### src/rtl/genius_sequence_player.sv
// Genius colour sequence player: stores the colour sequence and replays it as frame-timed
// codeColor highlights. Define GENIUS_SEQ_SPEEDUP_EN to shorten the lit time of later steps.
module genius_sequence_player #(
    parameter int unsigned DEPTH_LOG2    = 5,
    parameter int unsigned ON_FRAMES     = 30,
    parameter int unsigned OFF_FRAMES    = 15,
    parameter int unsigned MIN_ON_FRAMES = 6
) (
    input  logic                  iVGA_CLK,
    input  logic                  iRST_n,
    input  logic                  iVS,
    input  logic                  iWr,
    input  logic [DEPTH_LOG2-1:0] iWrAddr,
    input  logic [1:0]            iWrColor,
    input  logic [DEPTH_LOG2:0]   iSeqLen,
    input  logic                  iStart,
    input  logic                  iAbort,
    output logic [3:0]            oCodeColor,
    output logic                  oBusy,
    output logic                  oDone,
    output logic [DEPTH_LOG2-1:0] oStep
);

    typedef enum logic [1:0] {StIdle, StOn, StOff} state_e;

    localparam int unsigned         Depth      = 2 ** DEPTH_LOG2;
    localparam logic [DEPTH_LOG2:0] MaxLen     = (DEPTH_LOG2 + 1)'(Depth);
    localparam logic [8:0]          OnFrames9  = 9'(ON_FRAMES);
    localparam logic [8:0]          MinOn9     = 9'(MIN_ON_FRAMES);
    localparam logic [7:0]          OnFrames8  = 8'(ON_FRAMES);
    localparam logic [7:0]          OffFrames8 = 8'(OFF_FRAMES);
`ifdef GENIUS_SEQ_SPEEDUP_EN
    localparam bit SpeedupEn = 1'b1;
`else
    localparam bit SpeedupEn = 1'b0;
`endif

    state_e                state_q, state_d;
    logic [1:0]            ram_q [Depth];
    logic                  vs_q, tick;
    logic [DEPTH_LOG2-1:0] step_q, step_d;
    logic [7:0]            fcnt_q, fcnt_d, fcnt_inc, on_time;
    logic [DEPTH_LOG2:0]   len_q, len_d, len_clamped;
    logic [3:0]            code_q, code_d;
    logic                  busy_q, busy_d, done_q, done_d;
    logic [8:0]            two_k, on_diff, on_speed;
    logic                  last_step;

    // Falling edge of vertical sync marks one whole frame.
    assign tick = vs_q & ~iVS;

    // Sequence RAM is deliberately left unreset.
    always_ff @(posedge iVGA_CLK) begin
        if (iWr && (state_q == StIdle)) begin
            ram_q[iWrAddr] <= iWrColor;
        end
    end

    // Lit time per step; 9-bit math keeps ON_FRAMES - 2k from wrapping.
    always_comb begin
        two_k    = 9'(step_q) << 1;
        on_diff  = (OnFrames9 > two_k) ? (OnFrames9 - two_k) : 9'd0;
        on_speed = (on_diff > MinOn9) ? on_diff : MinOn9;
        on_time  = SpeedupEn ? 8'(on_speed) : OnFrames8;
    end

    assign fcnt_inc    = fcnt_q + 8'd1;
    assign len_clamped = (iSeqLen > MaxLen) ? MaxLen : iSeqLen;
    assign last_step   = ({1'b0, step_q} == (len_q - 1'b1));

    always_comb begin
        state_d = state_q;
        step_d  = step_q;
        fcnt_d  = fcnt_q;
        len_d   = len_q;
        done_d  = 1'b0;
        if (iAbort) begin
            state_d = StIdle;
            fcnt_d  = 8'd0;
        end else begin
            unique case (state_q)
                StIdle: begin
                    if (iStart) begin
                        len_d = len_clamped;
                        if (len_clamped != '0) begin
                            state_d = StOn;
                            step_d  = '0;
                            fcnt_d  = 8'd0;
                        end else begin
                            done_d = 1'b1;
                        end
                    end
                end
                StOn: begin
                    if (tick) begin
                        if (fcnt_inc == on_time) begin
                            state_d = StOff;
                            fcnt_d  = 8'd0;
                        end else begin
                            fcnt_d = fcnt_inc;
                        end
                    end
                end
                StOff: begin
                    if (tick) begin
                        if (fcnt_inc == OffFrames8) begin
                            fcnt_d = 8'd0;
                            if (last_step) begin
                                state_d = StIdle;
                                done_d  = 1'b1;
                            end else begin
                                step_d  = step_q + 1'b1;
                                state_d = StOn;
                            end
                        end else begin
                            fcnt_d = fcnt_inc;
                        end
                    end
                end
                default: state_d = StIdle;
            endcase
        end
        // Outputs are registered from the next state so they align with it.
        code_d = (state_d == StOn) ? ({2'b00, ram_q[step_d]} + 4'd1) : 4'd0;
        busy_d = (state_d != StIdle);
    end

    always_ff @(posedge iVGA_CLK or negedge iRST_n) begin
        if (!iRST_n) begin
            state_q <= StIdle;
            vs_q    <= 1'b1;
            step_q  <= '0;
            fcnt_q  <= 8'd0;
            len_q   <= '0;
            code_q  <= 4'd0;
            busy_q  <= 1'b0;
            done_q  <= 1'b0;
        end else begin
            state_q <= state_d;
            vs_q    <= iVS;
            step_q  <= step_d;
            fcnt_q  <= fcnt_d;
            len_q   <= len_d;
            code_q  <= code_d;
            busy_q  <= busy_d;
            done_q  <= done_d;
        end
    end

    assign oCodeColor = code_q;
    assign oBusy      = busy_q;
    assign oDone      = done_q;
    assign oStep      = step_q;

endmodule

### config.mk
export PLATFORM = sky130hd
export DESIGN_NAME = genius_sequence_player
export DESIGN_NICKNAME = d
export VERILOG_FILES = /design/src/rtl/genius_sequence_player.sv
export SDC_FILE = /design/constraint.sdc
export NUM_CORES = 1
export LEC_CHECK = 0
export CAP_MARGIN = 5
export CORE_MARGIN = 2
export CORE_UTILIZATION = 40
export CTS_CLUSTER_DIAMETER = 40
export CTS_CLUSTER_SIZE = 16
export DETAILED_ROUTE_END_ITERATION = 10
export DONT_BUFFER_PORTS = 1
export GPL_ROUTABILITY_DRIVEN = 0
export SLEW_MARGIN = 25
export SYNTH_ARGS = -nofsm -noshare
export SYNTH_HDL_FRONTEND = slang
export SYNTH_SLANG_ARGS = --single-unit
### constraint.sdc
create_clock -name iVGA_CLK -period 10.07 [get_ports iVGA_CLK]
set_clock_uncertainty 0.15 [all_clocks]
set_input_delay 1.5105 -clock iVGA_CLK [delete_from_list [all_inputs] [get_ports iVGA_CLK]]
set_output_delay 1.5105 -clock iVGA_CLK [all_outputs]
set_load 0.05 [all_outputs]
==> results.ini, run 1 <==
[outcome]
status=complete, no violations

[global_route]
track_usage_pct=16.0
grt_pass1_wl_mm=15.5
first_global_vias=2962
grt.overflow.total=0
grt_max_degree=33
antenna_found_initial=0

[yosys]
ys_types=57
yosys.area.top_type=edfxtp_1
syn-cell-area_mm2=0.00457
synth_ff_type=edfxtp_1
ys_seq_area_share_pct=56.8
syn-num-nets=420
synth_edf_count=64
async_flop_share_pct=29.7
yosysWarnings=0
netlist_instances=391
synth_top_area_share_pct=42.0
ys_ff_latch=91
syn_avg_cell_area_um2=11.7
synth.area.top_cells=edfxtp_1, dfrtp_1, mux2i_1

[clock_network]
cts_tree=yes
post_cts.repair.setup_buffers=0
clk_path_buf_depth=2
cts_root_buf=clkbuf_16
cts.htree.levels=3
cts_resized=0
clk_transition_reported_paths_ps=70
clock-sinks=91
numCtsBuffers=9
hold_buffers=0
clk_latency_ps=340

[layout]
diodes=0
fin_area_mm2=0.00499
area_growth_pct=9.22
fillers=1036
layout_commonest_cell=edfxtp_1
fin_nets=421
drive_above_1_share_pct=10.8
layout_common_cells=edfxtp_1, nor2_1, nand2_1, mux2i_1, dfrtp_1

[floorplanning]
core_mm2=0.0113
rows=39
start_util_pct=40.6
die_x_um=111
fp.dieH_um=111
io_pins=30
dieArea_mm2=0.0123

[setup_path]
r2r-end=oCodeColor[1]$_DFF_PN0_
worst_setup_path_end_kind=flop
crit_type=input pin to flop
reg2reg_depth=15
rrSetupSlack_ps=5700
setup.worst_path.start_class=input pin
path_max_fanout=13
timing.rr.start=fcnt_q[1]$_DFFE_PN0P_
crit_required_ps=10150
cp_data_arrival_time_ps=4800

[sta]
max_freq_mhz=212
fin_crit_ps=4720
rsz0062_at_grt=false
finalCritPeriodShare_pct=46.9
finalSetupTns_ps=0
finalSetupViolCount=0
report.final.slew_viol_count=0
final-hold-violation-count=0
worst_pin_slew_ps=878
slew_headroom_pct=41.2

[power_and_ir_drop]
powerDensity_mw_per_mm2=155
cellLeakagePower_nw=1.91
vdd_drop_max_uv=115

[min_path]
whs_path_depth=1
hp-class=flop to flop
holdPathEnd=len_q[5]$_DFFE_PN0P_
hp-start=len_q[5]$_DFFE_PN0P_

[placement]
io_buffers=0
placed_cell_area_mm2=0.00472
hpwl_mm=6.62

[route]
viasPerCell=5.59
dr.first_iter.drc_count=172
ant_nets=0
drcViolationCount=0
avgRoutedWirePerCell_um=17.7
route.vias.total=3017
wl_mm=9.55
drt_pass1_iterations=4

[run]
maxCapViolations=0

[cell usage after synthesis (4+ instances only)]
master	number
a21oi_1	8
a221oi_1	5
and3_1	4
buf_2	5
clkbuf_1	5
dfrtp_1	26
edfxtp_1	64
ha_1	10
inv_1	11
mux2_2	12
mux2i_1	29
nand2_1	31
nand2b_1	8
nand3_1	12
nand3b_1	5
nor2_1	54
nor2b_1	5
nor3_1	7
o211ai_1	5
o21ai_0	23
o22ai_1	4
xor2_1	6
[state kept, by name, indices dropped and copies added (netlist names)]
signal and flops:
oCodeColor 3, oBusy 1, fcnt_q 8, oDone 1, vs_q 1, ram_q 64, state_q 2, len_q 6
oStep 5
[critical path, cell delays in order]
cell       delay, ps
or4_1            580
o21ai_0          440
o2bb2ai_1        250
a21o_1           220
a21boi_4         100
inv_2            270
mux2i_1          250
mux2i_1           90
mux2_2           280
a32oi_1          200
o211ai_1         170
ha_1             310
and2_1           130
[metrics by stage]
stage               worst slack [ps]  hold slack (ps)  total power, mW  util, %  std cells
finish                          5350              383            0.774     44.3        540
global placement                5130              364            0.467     41.8        524
detailed placement              5050              373            0.469     41.8        524
floorplan                       5540              341            0.459        -        391
global route                    5100              401            0.800     44.3        540
CTS                             5380              386            0.782     44.3        540
[logic make-up (layout without fill, tap and decap cells)]
logic type,count (synthesis),count (layout),share of synthesized area [%]
AO/OA/AOI/OAI,68,68,11.4
AND/OR/NAND/NOR,148,148,15.8
XOR/XNOR,8,8,1.53
buffers and inverters,24,30,2.35
flip-flops,91,91,56.8
other,1,1,0.0820
multiplexers,41,41,9.30
adder cells (fa/ha/maj),10,10,2.74
[metal layers]
layer,global-route usage [%],share of wire (%),vias up
li1,-,-,1442
met1,20.3,44,1497
met2,27.2,49,68
met3,4.10,5.2,10
met4,4.67,1.3,0
met5,0,0,-
[worst max-delay path by stage]
stage | start | slack, ps | cells past startpoint | endpoint
floorplan | iSeqLen[0] | 5540 | 14 | oCodeColor[1]$_DFF_PN0_
global placement | iSeqLen[0] | 5130 | 13 | oCodeColor[1]$_DFF_PN0_
detailed placement | iSeqLen[0] | 5050 | 13 | oCodeColor[1]$_DFF_PN0_
CTS | iSeqLen[0] | 5380 | 13 | oCodeColor[1]$_DFF_PN0_
global route | iSeqLen[0] | 5100 | 13 | oCodeColor[1]$_DFF_PN0_
finish | iSeqLen[0] | 5350 | 13 | oCodeColor[1]$_DFF_PN0_
[layout make-up]
cell class              count  area [um^2]  area share [%]
repair buffers              2         15.0           0.301
flip-flops and latches     91         2600            52.0
multi-input cells         276         1880            37.6
inverters                  12         45.0           0.902
well taps                 143          179            3.58
clock buffers              10          229            4.59
clock inverters             6         48.8           0.977
[power breakdown]
| part | total [mW] | switching [mW] | internal [mW] |
|---|---|---|---|
| Clock | 0.314 | 0.144 | 0.170 |
| Sequential | 0.418 | 0.00983 | 0.409 |
| Combinational | 0.0423 | 0.0259 | 0.0164 |
| Total | 0.774 | 0.180 | 0.595 |
Power figures use the tool's default switching activity.
==> run 2, diff against run 1 <==
==> constraint.sdc (replaced) <==
create_clock -name iVGA_CLK -period 4.64 [get_ports iVGA_CLK]
set_clock_uncertainty 0.15 [all_clocks]
set_input_delay 0.696 -clock iVGA_CLK [delete_from_list [all_inputs] [get_ports iVGA_CLK]]
set_output_delay 0.696 -clock iVGA_CLK [all_outputs]
set_load 0.05 [all_outputs]
==> results.ini, run 2 (same netlist as run 1, synthesis figures left out) <==
[layout]
largest-register=ram_q
final_cells=555  ; +2.8%
largest_reg_flops=64  ; unchanged
layout_common_cells=edfxtp_1, nor2_1, nand2_1, mux2i_1, dfrtp_1
layout_commonest_cell=edfxtp_1
fin_nets=436  ; +3.6%
diodes=0  ; unchanged
area_growth_pct=13.0
drive_above_1_share_pct=14.1  ; +3.2 points
fin_area_mm2=0.00517  ; +3.5%
fillers=1036  ; unchanged
reg_top3=ram_q x64, fcnt_q x8, len_q x6

[sta]
finalCritPeriodShare_pct=91.2
rsz0062_at_grt=false
slew_headroom_pct=41.1  ; -0.15 points
final-hold-violation-count=0  ; unchanged
worst_pin_slew_ps=881  ; +2.28 ps
finalSetupTns_ps=0  ; unchanged
fin_crit_ps=4230
report.final.slew_viol_count=0  ; unchanged
finalSetupViolCount=0  ; unchanged
max_freq_mhz=236

[power_and_ir_drop]
swShare_pct=22.9  ; -0.29 points
vdd_drop_max_uv=245  ; +110%
power_frac_comb_pct=5.6  ; about the same
power.switching_mw=0.400  ; +120%
p_seq_share_pct=52.1  ; -1.9 points
powerDensity_mw_per_mm2=338  ; +120%
clockPowerShare_pct=42.3  ; +1.8 points
p_int_mw=1.35  ; +130%
cellLeakagePower_nw=2.02  ; +5.4%
power_mw=1.75  ; +130%

[setup_path]
setup.worst_path.start_class=flop
crit_type=flop to flop
cp_data_arrival_time_ps=4320  ; -480 ps
crit_slowest_cell=dfrtp_1
path_max_fanout=13  ; unchanged
cp_slowest_stage_delay_ps=460  ; -120 ps
crit_chain=ha_1 -> nand3_1 -> xnor2_1 -> nor3_1 -> o211ai_4 -> a21o_1 -> a21boi_4 -> inv_2 -> mux2i_1 -> mux2i_1 -> mux2_2 -> a32oi_1 -> o211ai_1 -> ha_1 -> and2_1
worst_setup_path_end_kind=flop
crit_required_ps=4730  ; -5420 ps

[route]
avgRoutedWirePerCell_um=17.5  ; -1.3%
route.vias.total=3047  ; +0.99%
viasPerCell=5.49  ; -1.7%
drt_pass1_iterations=7  ; +3
ant_nets=0  ; unchanged
drcViolationCount=0  ; unchanged
dr.first_iter.drc_count=340  ; +98%
wl_mm=9.69  ; +1.4%

[floorplanning]
fp.dieH_um=111  ; unchanged
die_x_um=111  ; unchanged
rows=39  ; unchanged
io_pins=30  ; unchanged
dieArea_mm2=0.0123  ; unchanged
core_mm2=0.0113  ; unchanged
start_util_pct=40.6  ; unchanged

[global_route]
first_global_vias=3089  ; +4.3%
antenna_found_initial=0  ; unchanged
grt_max_degree=33  ; unchanged
grt.overflow.total=0  ; unchanged
grt_pass1_wl_mm=16.0  ; +2.8%
track_usage_pct=16.5  ; +0.50 points

[outcome]
status=complete, no violations

[clock_network]
cts.htree.levels=3  ; unchanged
cts_root_buf=clkbuf_16
clk_path_buf_depth=2  ; unchanged
numCtsBuffers=9  ; unchanged
clock-sinks=91  ; unchanged
clk_latency_ps=350  ; about the same
clk_transition_reported_paths_ps=60  ; about the same
cts_tree=yes
cts_resized=0  ; unchanged

[run]
maxCapViolations=0  ; unchanged

[placement]
dp_cells=530  ; +1.1%
io_buffers=0  ; unchanged
hpwl_mm=6.79  ; +2.7%
placed_cell_area_mm2=0.00476  ; +0.96%

[min_path]
hp-class=input pin to asynchronous set/reset pin

==> run 2: cell types whose count changed in the layout (fill, tap and decap cells not counted) <==
cell | previous run | this run
clkinv_1 | 0 | 1
buf_12 | 0 | 3
clkinvlp_4 | 2 | 0
clkinv_4 | 1 | 2
buf_4 | 2 | 14
clkbuf_1 | 1 | 0
bufinv_16 | 0 | 1
==> run 2: per-layer routing <==
layer / vias to the layer above / GRT usage [%] / wire length, um
met5: - / 0 / 0
met4: 0 / 4.42 / 126
met3: 13 / 5.85 / 615
met2: 95 / 27.4 / 4710
met1: 1461 / 20.6 / 4240
li1: 1478 / - / -
==> run 2: power groups by stage <==
stage / sequential, mW / combinational [mW] / clock [mW]
2_1_floorplan: 0.921 / 0.0753 / 0
3_3_place_gp: 0.925 / 0.0909 / 0
3_5_place_dp: 0.926 / 0.0924 / 0
4_1_cts: 0.909 / 0.0998 / 0.752
5_1_grt: 0.910 / 0.112 / 0.785
6_report: 0.909 / 0.0983 / 0.739
==> run 2: area by class of cell <==
class                   count  area [um^2]  share of cell area (%)
inverters                  12         45.0                   0.872
well taps                 143          179                    3.46
repair buffers             17          165                    3.20
flip-flops and latches     91         2600                    50.3
clock inverters             7         76.3                    1.48
clock buffers               9          225                    4.36
multi-input cells         276         1880                    36.3
==> run 2: metrics by stage <==
| step | setup slack [ps] | hold slack, ps | util [%] |
|---|---|---|---|
| 3_3_place_gp | 334 | 251 | 42.2 |
| 5_1_grt | 40.3 | 9.34 | 45.8 |
| 6_report | 408 | 12.1 | 45.8 |
| 3_5_place_dp | 269 | 251 | 42.2 |
| 4_1_cts | 275 | 11.3 | 45.1 |
| 2_1_floorplan | 916 | 250 | - |
==> run 2: path summary, 6_finish.rpt <==
| kind | from | end | cells past startpoint | slack, ps |
|---|---|---|---|---|
| worst max-delay path | fcnt_q[1]$_DFFE_PN0P_ | oCodeColor[1]$_DFF_PN0_ | 15 | 410 |
| worst min-delay path | iRST_n | oCodeColor[0]$_DFF_PN0_ | 1 | 10 |
| worst max register to register | fcnt_q[1]$_DFFE_PN0P_ | oCodeColor[1]$_DFF_PN0_ | 15 | 410 |
| worst min register to register | len_q[4]$_DFFE_PN0P_ | len_q[4]$_DFFE_PN0P_ | 2 | 400 |
| max in group asynchronous | iRST_n | fcnt_q[5]$_DFFE_PN0P_ | 1 | 4170 |
| min in group iVGA_CLK | iVS | vs_q$_DFF_PN1_ | 0 | 190 |
==> run 2: worst max-delay path: cells and delay by family, from the launching register on <==
family | cells | cell delay [ps]
buffers and inverters | 1 | 170
AND/OR/NAND/NOR | 3 | 810
adder cells (fa/ha/maj) | 2 | 630
multiplexers | 3 | 620
AO/OA/AOI/OAI | 5 | 1060
flip-flops | 1 | 460
XOR/XNOR | 1 | 200
==> run 2: what timing repair did <==
action,CTS,global route
hold buffers,1,0
setup endpoints to repair,0,2
hold endpoints to repair,26,0
buffers inserted,0,8
==> run 3, diff against run 2 <==
--- a/config.mk
+++ b/config.mk
@@ -13,6 +13,7 @@
 export DETAILED_ROUTE_END_ITERATION = 10
 export DONT_BUFFER_PORTS = 1
 export GPL_ROUTABILITY_DRIVEN = 0
+export MAX_ROUTING_LAYER = met4
 export SLEW_MARGIN = 25
 export SYNTH_ARGS = -nofsm -noshare
 export SYNTH_HDL_FRONTEND = slang
==> results.ini, run 3 (same netlist as run 1, synthesis figures left out) <==
[setup_path]
path_max_fanout=13  ; unchanged
rrSetupSlack_ps=420  ; about the same
cp_data_arrival_time_ps=4310  ; about the same
crit_slowest_cell=dfrtp_1
r2r-end=oCodeColor[1]$_DFF_PN0_
crit_required_ps=4730  ; about the same
timing.rr.start=fcnt_q[1]$_DFFE_PN0P_
cp_slowest_stage_delay_ps=460  ; about the same
crit_chain=ha_1 -> nand3_1 -> xnor2_1 -> nor3_1 -> o211ai_4 -> a21o_1 -> a21boi_4 -> inv_2 -> mux2i_1 -> mux2i_1 -> mux2_2 -> a32oi_1 -> o211ai_1 -> ha_1 -> and2_1
worst-path-buf-inv=1  ; unchanged
reg2reg_depth=15  ; unchanged
crit_type=flop to flop
critPathTopFamily=compound AO/OA/AOI/OAI gates
worst_setup_path_end_kind=flop
setup.worst_path.start_class=flop

[power_and_ir_drop]
powerDensity_mw_per_mm2=338  ; about the same
cellLeakagePower_nw=2.02  ; unchanged
vdd_drop_max_uv=245  ; -0.19%
power_frac_comb_pct=5.6  ; about the same
clockPowerShare_pct=42.4  ; about the same
p_int_mw=1.35  ; about the same
p_seq_share_pct=52.0  ; about the same
power.switching_mw=0.400  ; +0.15%
swShare_pct=22.9  ; +0.027 points

[global_route]
grt.overflow.total=0  ; unchanged
first_global_vias=3093  ; +0.13%
track_usage_pct=17.0  ; +0.54 points
grt_max_degree=33  ; unchanged
antenna_found_initial=0  ; unchanged
grt_pass1_wl_mm=16.0  ; unchanged

[sta]
rsz0062_at_grt=false
fin_crit_ps=4220  ; -10.5 ps
finalSetupViolCount=0  ; unchanged
slew_headroom_pct=40.8  ; -0.22 points
finalCritPeriodShare_pct=91.0  ; -0.23 points
max_freq_mhz=237  ; +0.25%
finalSetupTns_ps=0  ; unchanged
final-hold-violation-count=0  ; unchanged
worst_pin_slew_ps=884  ; +3.29 ps
report.final.slew_viol_count=0  ; unchanged

[clock_network]
clk_transition_reported_paths_ps=60  ; about the same
cts_tree=yes
numCtsBuffers=9  ; unchanged
cts_resized=0  ; unchanged
cts_root_buf=clkbuf_16
clk_path_buf_depth=2  ; unchanged
clk_latency_ps=350  ; about the same
cts.htree.levels=3  ; unchanged
clock-sinks=91  ; unchanged

[floorplanning]
core_mm2=0.0113  ; unchanged
fp.dieH_um=111  ; unchanged
dieArea_mm2=0.0123  ; unchanged
start_util_pct=40.6  ; unchanged
rows=39  ; unchanged
die_x_um=111  ; unchanged
io_pins=30  ; unchanged

[route]
ant_nets=0  ; unchanged
viasPerCell=5.43  ; -1.0%
drt_pass1_iterations=4  ; -3
route.vias.total=3016  ; -1.0%
drcViolationCount=0  ; unchanged
avgRoutedWirePerCell_um=17.5  ; +0.18%
dr.first_iter.drc_count=332  ; -2.4%
wl_mm=9.70  ; +0.18%

[layout]
fin_nets=436  ; unchanged
final_util_pct=45.8  ; unchanged
drive_above_1_share_pct=14.1  ; unchanged
area_growth_pct=13.0  ; unchanged
fillers=1036  ; unchanged
diodes=0  ; unchanged
largest_reg_flops=64  ; unchanged
multi_input_comb_area_mm2=0.00188  ; unchanged
layout_common_cells=edfxtp_1, nor2_1, nand2_1, mux2i_1, dfrtp_1
regArea_mm2=0.00260  ; unchanged
reg_top3=ram_q x64, fcnt_q x8, len_q x6
largest-register=ram_q
layout_commonest_cell=edfxtp_1

[run]
maxCapViolations=0  ; unchanged

[placement]
io_buffers=0  ; unchanged
hpwl_mm=6.79  ; unchanged

[outcome]
status=complete, no violations

[min_path]
hp-class=input pin to asynchronous set/reset pin

[run 3: layout make-up]
class | instances | area share, %
clock buffer | 9 | 4.36
clock inverter | 7 | 1.48
inverter | 12 | 0.872
multi-input combinational | 276 | 36.3
sequential | 91 | 50.3
tap | 143 | 3.46
timing repair buffer | 17 | 3.20
[run 3: how the worst max path moves through the flow]
stage	endpoint	slack, ps	from	cells past startpoint
global placement	oCodeColor[1]$_DFF_PN0_	330	iSeqLen[0]	13
finish	oCodeColor[1]$_DFF_PN0_	420	fcnt_q[1]$_DFFE_PN0P_	15
detailed placement	oCodeColor[1]$_DFF_PN0_	270	iSeqLen[0]	13
global route	oCodeColor[1]$_DFF_PN0_	40	fcnt_q[1]$_DFFE_PN0P_	15
CTS	oCodeColor[1]$_DFF_PN0_	280	fcnt_q[1]$_DFFE_PN0P_	15
floorplan	oCodeColor[1]$_DFF_PN0_	920	oStep[2]$_DFF_PN0_	15
[run 3: timing repair]
action / CTS / global route
endpoints found under the setup margin: 0 / 2
hold buffers: 1 / 0
endpoints found under the hold margin: 26 / 0
buffers inserted: 0 / 8
[run 3: stage by stage]
step | instance area (um^2) | power (mW) | instances | hold WS [ps] | setup slack [ps]
6_report | 5170 | 1.75 | 555 | 13.2 | 419
4_1_cts | 5080 | 1.76 | 547 | 11.3 | 275
3_3_place_gp | 4760 | 1.02 | 530 | 251 | 334
2_1_floorplan | 4570 | 0.996 | 391 | 250 | 916
3_5_place_dp | 4760 | 1.02 | 530 | 251 | 269
5_1_grt | 5170 | 1.81 | 555 | 7.29 | 40.3
[run 3: power by group through the flow]
stage	logic (mW)	clock network [mW]	registers (mW)
2_1_floorplan	0.0753	0	0.921
3_3_place_gp	0.0909	0	0.925
3_5_place_dp	0.0924	0	0.926
4_1_cts	0.0998	0.752	0.909
5_1_grt	0.112	0.786	0.910
6_report	0.0982	0.740	0.909
[run 3: per-layer routing]
| layer | wire length, um | up-vias | track usage (%) |
|---|---|---|---|
| met3 | 526 | 12 | 5.90 |
| met5 | 0 | - | - |
| met1 | 4350 | 1455 | 20.7 |
| li1 | - | 1481 | - |
| met2 | 4690 | 68 | 27.4 |
| met4 | 133 | 0 | 4.42 |
==> patch 1, RTL diff (flow settings as in run 3) <==
Build with the macro `GENIUS_SEQ_SPEEDUP_EN` defined.
--- a/src/rtl/genius_sequence_player.sv
+++ b/src/rtl/genius_sequence_player.sv
@@ -2,2 +2,4 @@
 // codeColor highlights. Define GENIUS_SEQ_SPEEDUP_EN to shorten the lit time of later steps.
+`define GENIUS_SEQ_SPEEDUP_EN
+
 module genius_sequence_player #(
Formal check against the unedited RTL: no difference found for any inputs over 10 cycles, from zero or initial values and one cycle with iRST_n low; that may be too few to reach the edited logic, so the function may still have changed.
==> patch 1 against run 3 <==
Sequential cell count did not move; global-route usage fell by 0.15 points; wire length rose by 3.8%; highest routed layer unchanged; design area rose by 1.9%; worst setup slack improved by 0.043 ns; sequential share of layout area fell by 0.96 points; first-iteration DRC count fell by 34%; via count rose by 4.2%; area after synthesis rose by 4.6%; power rose by 3.4%; critical endpoint unchanged; largest cell class unchanged; cell count rose by 2.0%; hold slack improved by 0.0056 ns.
==> patch 1: results (changes against run 3) <==
stage	metric	value	unit	change
placed_design	dpl_cell_area	4923	um2	+3.4%
final_layout	design.seq.count	91		unchanged
final_layout	nNonClkBuffers	10		-7
final_layout	n_fill_cell	1044		+0.77%
routing	wl_met3	543	um	+3.2%
logic_synthesis	synthXorXnorAreaFrac	2.302	%	+0.77 points
logic_synthesis	synth.distinct_cells	64		+12%
global_routing	track_usage	16.90	%	-0.15 points
cts	h-tree-depth	3		unchanged
logic_synthesis	synth.net_count	443		+5.5%
global_routing	grt.met3_usage	4.339	%	-1.6 points
routing	wl	10070	um	+3.8%
logic_synthesis	synth_cells	415		+6.1%
power_and_ir_drop	clockPowerShare	43.9	%	+1.5 points
critical_path	cpMaxStageDelayCell	o211ai_4		
final_layout	n_all_inverters	14		+2
logic_synthesis	muxShareOfSynthArea	12.16	%	+2.9 points
critical_path	crit_arrival	4.26	ns	-0.05 ns
global_routing	grt_pass1_wl	16160	um	+1.3%
critical_path	cp_max_fo	17		+4
logic_synthesis	ys_top_cells_by_area	edfxtp_1 40%, dfrtp_1 14%, mux2i_1 10%		
final_layout	nets	446		+2.3%
final_layout	clkCellAreaFrac	6.152	%	+0.32 points
final_layout	post-route-util	45.55	%	-0.30 points
placed_design	dp_hpwl	6986	um	+2.8%
logic_synthesis	yosysSeqAreaShare	54.33	%	-2.5 points
power_and_ir_drop	vdd_ir_drop_max	0.2850	mV	+17%
global_routing	grt_pass1_vias	3192		+3.2%
placed_design	placed_cells	549		+3.6%
routing	wl_met2	4804	um	+2.4%
final_layout	nonClkBufAreaFrac	1.900	%	-1.3 points
final_layout	drive_gt1_share	10.64	%	-3.4 points
final_layout	multi_input_gates	292		+5.8%
logic_synthesis	synthAdderAreaFrac	2.354	%	-0.38 points
routing	drtIter0Drc	218		-34%
critical_path	cp_slowest_stage_delay	0.64	ns	+0.18 ns
logic_synthesis	synth_compound_area_share	9.888	%	-1.5 points
sta	worst_slew_pin_slew	0.7677	ns	-0.1163 ns
power_and_ir_drop	p_sw_share	22.20	%	-0.73 points
power_and_ir_drop	p_leak	0.001788	uW	-11%
routing	wirelength_met1	4609	um	+5.9%
die	die_area	12850	um2	+4.5%
status	status	completed		
logic_synthesis	synthTopCellsByCount	64 x edfxtp_1, 61 x nor2_1, 48 x mux2i_1		
critical_path	cp-startpoint	len_q[0]		
global_routing	met1_usage	20.77	%	+0.026 points
power_and_ir_drop	clock_power	792	uW	+7.0%
placed_design	pre_cts_ws	0.4520	ns	+0.1826 ns
global_routing	grt_use_met2	26.87	%	-0.50 points
routing	avgViaCountPerCell	5.553		+2.2%
power_and_ir_drop	combinationalPower	105	uW	+7%
final_layout	multi_input_area	2013	um2	+7.2%
-- patch 1: cell count changes in the layout (fill, tap and decap cells not counted), moves of 4 or more --
cell | run 3 | this run
o21ai_0 | 23 | 17
buf_4 | 14 | 8
a221oi_1 | 5 | 0
mux2_2 | 12 | 4
xnor2_1 | 2 | 6
nor2_1 | 54 | 61
mux2i_1 | 28 | 48
nor3_1 | 7 | 2
nand3b_1 | 5 | 10
xor2_1 | 6 | 2
-- patch 1: worst paths after layout --
path | to | slack [ns] | cells after the start
max in group asynchronous | oCodeColor[2] | 4.16 | 1
max | oCodeColor[1] | 0.46 | 14
max reg2reg | oCodeColor[1] | 0.46 | 14
min reg2reg | fcnt_q[5] | 0.39 | 1
min in group iVGA_CLK | vs_q | 0.20 | 0
min | oDone | 0.02 | 1
-- patch 1: repair_timing --
item / 4_1_cts / 5_1_grt
hold buffers: 1 / 0
hold endpoints to repair: 26 / 0
buffers inserted: 0 / 0
==> patch 2, RTL diff (config.mk and constraints of run 3) <==
Without the edit above. Register the output `oStep` once more, cleared by the reset; this adds one clock of latency there. The other outputs are not delayed to match.
--- a/src/rtl/genius_sequence_player.sv
+++ b/src/rtl/genius_sequence_player.sv
@@ -152,3 +152,9 @@
     assign oDone      = done_q;
-    assign oStep      = step_q;
+    always_ff @(posedge iVGA_CLK or negedge iRST_n) begin
+        if (!iRST_n) begin
+            oStep <= '0;
+        end else begin
+            oStep <= step_q;
+        end
+    end
 
Function: no difference found for any inputs over 10 cycles, from zero or initial values and one cycle with iRST_n low; that may be too few to reach the edited logic, so the function may still have changed.
==> patch 2 against run 3 <==
Hold slack barely moved; via count rose by 13%; design area rose by 3.5%; sequential cell count rose by 5; largest cell class unchanged; worst setup slack got worse by 0.015 ns; fmax fell by 0.35%; count of clock-buffer cells in the layout rose by 1; critical path type unchanged; synthesized cell count rose by 12%; core utilization fell by 1.3 points; wire length rose by 14%; highest routed layer unchanged; power rose by 2.4%; area after synthesis rose by 7.5%.
==> patch 2: results (changes against run 3) <==
stage	metric	value	unit	change
global_routing	grt.met3_usage	5.113	%	-0.79 points
placed_design	pre_cts_ws	0.3917	ns	+0.1223 ns
critical_path	cp_top_family	simple AND/OR/NAND/NOR gates		
final_layout	drive_gt1_share	10.38	%	-3.7 points
routing	vias	3417		+13%
routing	drtIter0Drc	235		-29%
critical_path	crit_arrival	4.33	ns	+0.02 ns
sta	timing.hold.ws	0.01349	ns	+0.0003176 ns
global_routing	grt_pass1_wl	17710	um	+11%
logic_synthesis	ys_top_cells_by_area	edfxtp_1 39%, dfrtp_1 16%, nor2_1 4.2%		
power_and_ir_drop	clockPowerShare	41.2	%	-1.2 points
final_layout	layout.cells.non_filler	590		+6.3%
cts	cts_sinks	96		+5.5%
final_layout	n_fill_cell	1136		+9.7%
final_layout	nets	467		+7.1%
logic_synthesis	synth.distinct_cells	78		+37%
global_routing	grt_pass1_vias	3270		+5.7%
cts	cts_resized	0		unchanged
routing	wl_per_cell	18.69	um	+6.9%
global_routing	grt_use_met2	28.31	%	+0.95 points
final_layout	clkCellAreaFrac	5.570	%	-0.27 points
placed_design	placed_cells	573		+8.1%
final_layout	multi_input_area	2028	um2	+8.0%
final_layout	n_all_inverters	16		+4
critical_path	reg2reg_depth	13		-2
final_layout	nNonClkBuffers	5		-12
final_layout	syn2layout_area_growth	8.755	%	
final_layout	multi_input_gates	310		+12%
final_layout	regArea	2724	um2	+4.8%
power_and_ir_drop	p_seq_share	53.2	%	+1.2 points
placed_design	dpl_cell_area	5029	um2	+5.6%
cts	clock_path_buffers	2		unchanged
placed_design	port_buffers	0		unchanged
final_layout	nClkBuffers	10		+1
critical_path	cp_slowest_stage_delay	0.56	ns	+0.10 ns
cts	clock_latency	0.35	ns	about the same
routing	wl_met2	5388	um	+15%
cts	cts_buffers	9		unchanged
global_routing	track_usage	18.35	%	+1.3 points
status	status	completed		
routing	ant_nets	0		unchanged
critical_path	cp-startpoint	len_q[0]		
power_and_ir_drop	vdd_ir_drop_max	0.2145	mV	-12%
critical_path	cpMaxStageDelayCell	o2111a_1		
logic_synthesis	synthArstFlopShare	33.33	%	+3.7 points
die	die_w	114.9	um	+3.6%
global_routing	met1_usage	23.89	%	+3.1 points
placed_design	dp_hpwl	7938	um	+17%
critical_path	cp_max_fo	21		+8
power_and_ir_drop	p_leak	0.001830	uW	-9.3%
logic_synthesis	synth_cells	437		+12%
logic_synthesis	yosysSeqAreaShare	55.41	%	-1.4 points
sta	worst_slew_pin_slew	0.5438	ns	-0.3403 ns
final_layout	nonClkBufAreaFrac	0.9361	%	-2.3 points
power_and_ir_drop	p_int	1389	uW	+3.2%
-- patch 2: cell types whose count changed in the layout (fill, tap and decap cells not counted), moves of 7 or more --
cell      delta
xnor2_1      +8
buf_4       -10
nand2b_1     +7
mux2i_1     -18
a211oi_1     +8
-- patch 2: worst max-delay path by stage --
| stage | end | slack, ns |
|---|---|---|
| after floorplan | oCodeColor[1] | 0.88 |
| after global placement | oCodeColor[1] | 0.50 |
| after detailed placement | oCodeColor[1] | 0.39 |
| after CTS | oCodeColor[1] | 0.38 |
| after global routing | oCodeColor[1] | 0.05 |
| final | oCodeColor[1] | 0.40 |
-- patch 2: kinds of logic (layout without fill, tap and decap cells) --
kind of cell | count (synthesis) | in the layout | share of synthesized area [%]
fa+ha+maj | 10 | 10 | 2.545
flops | 96 | 96 | 55.41
buf+inv | 31 | 37 | 3.334
compound gates | 95 | 95 | 14.18
xor+xnor | 11 | 11 | 1.960
simple gates | 174 | 174 | 18.40
other cells | 1 | 1 | 0.07628
mux | 19 | 19 | 4.098
